--- src/rtl/dmem_arbiter_if.sv ---
// dmem_arbiter_if: requester and DMEM bus bundle for dmem_arbiter.
// slave = arbiter side, master = requesters plus memory side.
interface dmem_arbiter_if #(
   parameter int ADDR_W = 32,
   parameter int DATA_W = 32
) ();

   logic              req0;
   logic              req1;
   logic              we0;
   logic              we1;
   logic [ADDR_W-1:0] addr0;
   logic [ADDR_W-1:0] addr1;
   logic [DATA_W-1:0] wdata0;
   logic [DATA_W-1:0] wdata1;
   logic              done0;
   logic              done1;
   logic [DATA_W-1:0] rdata;
   logic              busy;

   logic [ADDR_W-1:0] DMEM_address;
   logic [DATA_W-1:0] DMEM_data_in;
   logic              DMEM_mem_write;
   logic              DMEM_mem_read;
   logic [DATA_W-1:0] DMEM_data_out;

   modport slave (
      input  req0,
      input  req1,
      input  we0,
      input  we1,
      input  addr0,
      input  addr1,
      input  wdata0,
      input  wdata1,
      output done0,
      output done1,
      output rdata,
      output busy,
      output DMEM_address,
      output DMEM_data_in,
      output DMEM_mem_write,
      output DMEM_mem_read,
      input  DMEM_data_out
   );

   modport master (
      output req0,
      output req1,
      output we0,
      output we1,
      output addr0,
      output addr1,
      output wdata0,
      output wdata1,
      input  done0,
      input  done1,
      input  rdata,
      input  busy,
      input  DMEM_address,
      input  DMEM_data_in,
      input  DMEM_mem_write,
      input  DMEM_mem_read,
      output DMEM_data_out
   );

endinterface

--- src/rtl/dmem_arbiter.sv ---
// dmem_arbiter: round-robin share of one DMEM port between two requesters.
// Define DMEM_ARB_STATS_EN to add saturating grant/conflict counters.
module dmem_arbiter #(
   parameter int ADDR_W = 32,
   parameter int DATA_W = 32
`ifdef DMEM_ARB_STATS_EN
   ,
   parameter int CNT_W  = 16
`endif
) (
   input  logic              clk,
   input  logic              reset,
   dmem_arbiter_if.slave     bus
`ifdef DMEM_ARB_STATS_EN
   ,
   output logic [CNT_W-1:0]  gnt_cnt0,
   output logic [CNT_W-1:0]  gnt_cnt1,
   output logic [CNT_W-1:0]  conflict_cnt
`endif
);

   typedef enum logic [1:0] {
      ST_IDLE,
      ST_ACCESS,
      ST_RESP
   } state_t;

   state_t            state;
   state_t            state_nx;

   logic              last_gnt;
   logic              win;
   logic              grant;
   logic              any_req;
   logic              in_idle;
   logic              in_acc;
   logic              in_resp;

   logic              cmd_id;
   logic              cmd_we;
   logic [ADDR_W-1:0] cmd_addr;
   logic [DATA_W-1:0] cmd_wdata;
   logic [DATA_W-1:0] rdata_q;

   assign any_req = bus.req0 | bus.req1;
   assign in_idle = (state == ST_IDLE);
   assign in_acc  = (state == ST_ACCESS);
   assign in_resp = (state == ST_RESP);

   // Tie goes to the port that did not win last; otherwise the lone requester.
   always_comb begin
      win = bus.req1;
      if (bus.req0 && bus.req1) begin
         win = ~last_gnt;
      end
   end

   // Next-state: idle -> access -> resp -> idle, one access in flight.
   always_comb begin
      state_nx = state;
      grant    = 1'b0;
      unique case (state)
         ST_IDLE: begin
            if (any_req) begin
               grant    = 1'b1;
               state_nx = ST_ACCESS;
            end
         end
         ST_ACCESS: begin
            state_nx = ST_RESP;
         end
         ST_RESP: begin
            state_nx = ST_IDLE;
         end
         default: begin
            state_nx = ST_IDLE;
         end
      endcase
   end

   // State register.
   always_ff @(posedge clk) begin
      if (reset) begin
         state <= ST_IDLE;
      end else begin
         state <= state_nx;
      end
   end

   // Latch the winner's command; it also drives the DMEM address/data.
   always_ff @(posedge clk) begin
      if (reset) begin
         last_gnt  <= 1'b1;
         cmd_id    <= 1'b0;
         cmd_we    <= 1'b0;
         cmd_addr  <= '0;
         cmd_wdata <= '0;
      end else if (grant) begin
         last_gnt  <= win;
         cmd_id    <= win;
         cmd_we    <= win ? bus.we1    : bus.we0;
         cmd_addr  <= win ? bus.addr1  : bus.addr0;
         cmd_wdata <= win ? bus.wdata1 : bus.wdata0;
      end
   end

   // Capture read data at the end of the access cycle; writes leave it alone.
   always_ff @(posedge clk) begin
      if (reset) begin
         rdata_q <= '0;
      end else if (in_acc && !cmd_we) begin
         rdata_q <= bus.DMEM_data_out;
      end
   end

   // Strobes are gated by reset so an aborted write never commits.
   assign bus.DMEM_address   = cmd_addr;
   assign bus.DMEM_data_in   = cmd_wdata;
   assign bus.DMEM_mem_write = in_acc & cmd_we & ~reset;
   assign bus.DMEM_mem_read  = in_acc & ~cmd_we & ~reset;

   assign bus.done0 = in_resp & ~cmd_id;
   assign bus.done1 = in_resp & cmd_id;
   assign bus.rdata = rdata_q;
   assign bus.busy  = in_acc | in_resp;

`ifdef DMEM_ARB_STATS_EN
   localparam logic [CNT_W-1:0] CNT_ONE = {{(CNT_W-1){1'b0}}, 1'b1};

   logic tie;
   assign tie = in_idle & bus.req0 & bus.req1;

   // Saturating statistics counters.
   always_ff @(posedge clk) begin
      if (reset) begin
         gnt_cnt0     <= '0;
         gnt_cnt1     <= '0;
         conflict_cnt <= '0;
      end else begin
         if (grant && !win && (gnt_cnt0 != '1)) begin
            gnt_cnt0 <= gnt_cnt0 + CNT_ONE;
         end
         if (grant && win && (gnt_cnt1 != '1)) begin
            gnt_cnt1 <= gnt_cnt1 + CNT_ONE;
         end
         if (tie && (conflict_cnt != '1)) begin
            conflict_cnt <= conflict_cnt + CNT_ONE;
         end
      end
   end
`else
   logic unused_idle;
   assign unused_idle = in_idle;
`endif

endmodule
--- src/flat_wrapper.sv ---
// flat-port wrapper written by rule: the top's interface ports become plain ports
module dmem_arbiter_flat 
#(
   parameter int ADDR_W = 32,
   parameter int DATA_W = 32

)
  (clk, reset, bus_req0, bus_req1, bus_we0, bus_we1, bus_addr0, bus_addr1, bus_wdata0, bus_wdata1, bus_done0, bus_done1, bus_rdata, bus_busy, bus_DMEM_address, bus_DMEM_data_in, bus_DMEM_mem_write, bus_DMEM_mem_read, bus_DMEM_data_out);
  dmem_arbiter_if #(.ADDR_W(ADDR_W), .DATA_W(DATA_W)) bus_i ();
  input  logic clk;
  input  logic reset;
  input wire logic [$bits(bus_i.req0)-1:0] bus_req0;
  input wire logic [$bits(bus_i.req1)-1:0] bus_req1;
  input wire logic [$bits(bus_i.we0)-1:0] bus_we0;
  input wire logic [$bits(bus_i.we1)-1:0] bus_we1;
  input wire logic [$bits(bus_i.addr0)-1:0] bus_addr0;
  input wire logic [$bits(bus_i.addr1)-1:0] bus_addr1;
  input wire logic [$bits(bus_i.wdata0)-1:0] bus_wdata0;
  input wire logic [$bits(bus_i.wdata1)-1:0] bus_wdata1;
  output wire logic [$bits(bus_i.done0)-1:0] bus_done0;
  output wire logic [$bits(bus_i.done1)-1:0] bus_done1;
  output wire logic [$bits(bus_i.rdata)-1:0] bus_rdata;
  output wire logic [$bits(bus_i.busy)-1:0] bus_busy;
  output wire logic [$bits(bus_i.DMEM_address)-1:0] bus_DMEM_address;
  output wire logic [$bits(bus_i.DMEM_data_in)-1:0] bus_DMEM_data_in;
  output wire logic [$bits(bus_i.DMEM_mem_write)-1:0] bus_DMEM_mem_write;
  output wire logic [$bits(bus_i.DMEM_mem_read)-1:0] bus_DMEM_mem_read;
  input wire logic [$bits(bus_i.DMEM_data_out)-1:0] bus_DMEM_data_out;
  assign bus_i.req0 = bus_req0;
  assign bus_i.req1 = bus_req1;
  assign bus_i.we0 = bus_we0;
  assign bus_i.we1 = bus_we1;
  assign bus_i.addr0 = bus_addr0;
  assign bus_i.addr1 = bus_addr1;
  assign bus_i.wdata0 = bus_wdata0;
  assign bus_i.wdata1 = bus_wdata1;
  assign bus_done0 = bus_i.done0;
  assign bus_done1 = bus_i.done1;
  assign bus_rdata = bus_i.rdata;
  assign bus_busy = bus_i.busy;
  assign bus_DMEM_address = bus_i.DMEM_address;
  assign bus_DMEM_data_in = bus_i.DMEM_data_in;
  assign bus_DMEM_mem_write = bus_i.DMEM_mem_write;
  assign bus_DMEM_mem_read = bus_i.DMEM_mem_read;
  assign bus_i.DMEM_data_out = bus_DMEM_data_out;
  dmem_arbiter #(.ADDR_W(ADDR_W), .DATA_W(DATA_W)) u_core (.clk(clk), .reset(reset), .bus(bus_i));
endmodule
--- config.mk ---
export PLATFORM = sky130hd
export DESIGN_NAME = dmem_arbiter_flat
export DESIGN_NICKNAME = d
export VERILOG_FILES = /design/src/rtl/dmem_arbiter_if.sv /design/src/rtl/dmem_arbiter.sv /design/src/flat_wrapper.sv
export SDC_FILE = /design/constraint.sdc
export NUM_CORES = 1
export LEC_CHECK = 0
export ABC_AREA = 1
export CAP_MARGIN = 20
export CORE_ASPECT_RATIO = 2
export CORE_MARGIN = 2
export CORE_UTILIZATION = 30
export CTS_BUF_LIST = sky130_fd_sc_hd__clkbuf_16
export DETAILED_ROUTE_END_ITERATION = 12
export PLACE_DENSITY = 0.76
export SLEW_MARGIN = 5
export SYNTH_ARGS = -nofsm -noshare
export SYNTH_HDL_FRONTEND = slang
export SYNTH_SLANG_ARGS = --single-unit
export TNS_END_PERCENT = 30
--- constraint.sdc ---
create_clock -name clk -period 2.81 [get_ports clk]
set_input_delay 0.562 -clock clk [delete_from_list [all_inputs] [get_ports clk]]
set_output_delay 0.562 -clock clk [all_outputs]
set_load 0.03 [all_outputs]
Word-level counts from Yosys, hierarchy flattened --
Index checks and enable logic that the tools add are counted.
Word-level totals: logic and storage cells 34, output and inout port bits 101, register bits 101, input port bits 166
Operators by class: reductions and logical operators 4, bitwise gates (word level) 12, equal/unequal tests 3, muxes and demuxes 8
Operators by type and width (number):
- 2-to-1 mux 32 bit | 2
- bitwise AND 1 bit | 6
- 2-to-1 mux 1 bit | 4
- inverter 1 bit | 4
- case mux 2 bit (2 select lines) | 1
- equality test 2 x 1 -> 1 bit (second input constant) | 1
- equality test 2 bit (second input constant) | 1
- logical AND 1 bit | 2
- zero test 2 bit | 1
- 2-to-1 mux 2 bit | 1
- != test 2 x 1 -> 1 bit (second input constant) | 1
- OR 1 bit | 2
- zero test 1 bit | 1

Depth between registers and ports, before layout --
depth in word-level cells 3, gate-level depth with buffers 9, depth with buffers taken out 7

Worst setup path before layout --
Ideal clock, no wire load.
path kind register -> output, start register u_core.state[1], end output port bus_DMEM_mem_read, stages on the path, launching flop included 8, slack 0.727 ns, buffers on the path 1, arrival time 1.521 ns, cells stage by stage dfxtp_1 > inv_1 > ha_1 > inv_1 > nor2_1 > inv_1 > clkbuf_1 > nor2_1
On the way: cells in the longest elaborated chain, start to end 3
RTL lines:
- start, declared | line dmem_arbiter.sv:28 | state_t state;
- start signal, assigned | line dmem_arbiter.sv:86 | state <= state_nx;
- equality test 2 x 1 -> 1 bit | line dmem_arbiter.sv:47 | assign in_acc = (state == ST_ACCESS);
- bitwise AND 1 bit (2 in series) | line dmem_arbiter.sv:120 | assign bus.DMEM_mem_read = in_acc & ~cmd_we & ~reset;
- end, declared | line flat_wrapper.sv:27 | output wire logic [$bits(bus_i.DMEM_mem_read)-1:0] bus_DMEM_mem_read;
Every way passes these cells.

Worst setup path in the final report --
start input port reset, end output port bus_DMEM_mem_write
On the way: cells in the longest elaborated chain, start to end 2
RTL lines:
- start, declared | line flat_wrapper.sv:11 | input logic reset;
- inverter 1 bit | line dmem_arbiter.sv:119 | assign bus.DMEM_mem_write = in_acc & cmd_we & ~reset;
- bitwise AND 1 bit | line dmem_arbiter.sv:119
- end, declared | line flat_wrapper.sv:26 | output wire logic [$bits(bus_i.DMEM_mem_write)-1:0] bus_DMEM_mem_write;
Every way passes these cells.

==> results.py <==
metrics = {
    "floorplan": {
        "core_area_mm2": 0.0153,
        "rows": 64,
        "ios": 267,
        "initial_core_util": 0.307,
        "design.die.area_mm2": 0.0167,
        "die_w_um": 92.4,
        "die_h_um": 181,
    },
    "routing": {
        "wl_um": 14900,
        "first_pass_iters": 4,
        "num_vias": 5078,
        "drtIter0Drc": 198,
        "drcViolationCount": 0,
        "wl_per_cell_um": 12.6,
        "antenna_left": 0,
        "drt-vias-per-instance": 4.32,
    },
    "sta": {
        "layout_worst_path_cycle_share": 0.957,
        "rsz0062_at_grt": "no",
        "fin_setup_tns_ps": 0,
        "finClkSkew_ps": 10.5,
        "hold_viol": 0,
        "max_slew.worst_pin.slew_ps": 488,
        "min_period_ps": 2690,
        "setup_violations": 0,
        "hold_slack_ps": 482,
        "fmax_mhz": 372,
        "slew-limit-headroom": 0.675,
        "slew_viol_final": 0,
    },
    "cts": {
        "cts_tree": "done",
        "cts_buffer_depth": 2,
        "cts.sinks": 101,
        "post_cts_buffers": 0,
        "cts-hold-fix-buffers": 0,
        "htreeDepth": 3,
        "numCtsBuffers": 9,
        "cts.clk_slew.worst_paths_ps": 70,
        "cts_resized": 0,
        "root_buffer": "clkbuf_16",
        "worstSkewPairLatency_ps": 340,
    },
    "setup_path": {
        "crit_chain": "clkdlybuf4s50_1 -> nor3_1 -> clkdlybuf4s50_1",
        "critical_path_class": "in -> out",
        "worstPathArrival_ps": 2130,
        "crit_path_top_delay_cell": "clkdlybuf4s50_1",
        "crit_top_cell": "clkdlybuf4s50_1",
        "rrSetupSlack_ps": 1070,
        "critPathRequiredTime_ps": 2250,
        "cpPeakStageDelay_ps": 750,
        "end_kind": "primary output",
        "crit_fanout": 2,
        "critPathLaunchType": "input port",
    },
    "finish": {
        "synthToLayoutAreaGrowth_pct": 65.0,
        "drive_gt1_frac": 0.0317,
        "layoutNonFillerInstCount": 1176,
        "fillCellCount": 1505,
        "n_antenna_cell": 0,
        "final_nets": 1143,
    },
    "logic_synthesis": {
        "ys_ff_latch": 101,
        "synthXorXnorAreaFrac": 0,
        "synth_area_leaders": "dfxtp_1, nor2_1, nand2_1",
        "yosysTopAreaCellShare": 0.431,
        "yosys_warnings": 0,
        "synthAdderAreaFrac": 0.0107,
        "synth_area_mm2": 0.00469,
        "syn_nets": 899,
        "synth-simple-area-share": 0.330,
        "ys_seq_area_frac": 0.431,
        "postSynthCellCount": 729,
        "yosys.area.top_type": "dfxtp_1",
        "synth_top_family_by_area": "simple AND/OR/NAND/NOR gates",
        "synth_cell_types": 21,
        "muxShareOfSynthArea": 0,
        "synth_compound_area_frac": 0.107,
        "avgSynthCellArea_um2": 6.43,
    },
    "grt": {
        "grt_pass1_vias": 4874,
        "grt_max_degree": 86,
        "antenna_found_initial": 0,
        "grt_pass1_wl_um": 23900,
        "grt.total_usage": 0.177,
        "grt-ovfl-total": 0,
    },
    "pwr": {
        "power_uw": 4540,
        "power_leakage_uw": 0.00357,
        "vdd_drop_max_v": 0.000281,
        "powerDensity_mw_per_mm2": 587,
    },
    "status": {
        "outcome": "finished, final reports clean",
    },
    "flow_run": {
        "maxCapViolCount": 0,
    },
    "placement": {
        "dpl.hpwl_um": 11000,
        "gp_congestion": 0.816,
        "dpl.cell_count": 1160,
        "portBuffers": 266,
    },
    "worst_hold_path": {
        "hp-class": "reg -> reg",
    },
}
==> flip-flops by register name, summed over array words and instances, names as in the netlist <==
signal / cells
u_core.bus.DMEM_address: 32
u_core.bus.rdata: 32
u_core.last_gnt: 1
u_core.cmd_we: 1
u_core.bus.DMEM_data_in: 32
u_core.cmd_id: 1
u_core.state: 2
==> logic make-up after synthesis <==
group	count (synthesis)
compound gates	100
simple gates	406
fa+ha+maj	4
flops	101
buf+inv	118
==> critical path, delay by kind of cell <==
kind | cells | cell delay [ps]
buffers and inverters | 2 | 1180
AND/OR/NAND/NOR | 1 | 380
==> through the flow <==
stage | area (µm²) | setup WS [ps] | utilization
2_1_floorplan | 4690 | 727 | -
3_3_place_gp | 7430 | 156 | 0.486
6_report | 7740 | 121 | 0.506
5_1_grt | 7740 | 110 | 0.506
4_1_cts | 7740 | 162 | 0.506
3_5_place_dp | 7430 | 162 | 0.486
==> cell type report <==
type | count | area (µm²) | area share
Timing Repair Buffer | 277 | 2780 | 0.359
Multi-Input combinational cell | 510 | 2110 | 0.272
Sequential cell | 101 | 2020 | 0.261
Inverter | 74 | 278 | 0.0359
Tap cell | 198 | 248 | 0.0320
Clock buffer | 9 | 225 | 0.0291
Clock inverter | 7 | 81.3 | 0.0105
==> layer usage <==
| layer | track usage | routed length, µm | vias to the layer above | part of all wire |
|---|---|---|---|---|
| li1 | - | - | 2686 | - |
| met2 | 0.324 | 7890 | 168 | 0.53 |
| met1 | 0.189 | 5550 | 2193 | 0.37 |
| met3 | 0.0367 | 800 | 31 | 0.054 |
| met4 | 0.0860 | 609 | 0 | 0.041 |
| met5 | 0 | 0 | - | 0 |
==> Yosys cell counts (all sizes together) <==
cell	n
dfxtp	101
ha	4
o21ai	97
nor3	2
nand3b	1
nor2	261
nand3	5
clkbuf	14
inv	74
a21oi	2
a211oi	1
nand2	137
buf	30
==> power by group <==
| group | switching, µW | internal [µW] |
|---|---|---|
| combinational | 864 | 685 |
| sequential | 86.9 | 1620 |
| clock | 585 | 706 |
| total | 1540 | 3010 |
==> final timing paths <==
path                    from                          to  cells past startpoint
max                    reset          bus_DMEM_mem_write                      3
min          u_core.last_gnt             u_core.last_gnt                      2
max reg2reg  u_core.state[1]  u_core.bus.DMEM_address[2]                      8
min reg2reg  u_core.last_gnt             u_core.last_gnt                      2
==> cell usage in the layout, fill, tap and decap left out <==
master             n
bufinv_16          1
nor2_4             1
a211oi_1           1
inv_1             73
o21ai_1           14
buf_12             3
o21ai_0           83
inv_2              1
clkinvlp_4         1
nand3b_1           1
clkdlybuf4s50_1  265
nor2_1           259
buf_4              9
ha_1               4
a21oi_1            2
dfxtp_1          101
nand2_1          136
inv_6              1
nor2_2             1
clkbuf_16          9
nand2_4            1
clkinv_4           1
inv_8              2
nand3_1            5
clkinv_1           1
nor3_1             2
Note: power is estimated with default switching activity, not from simulation.
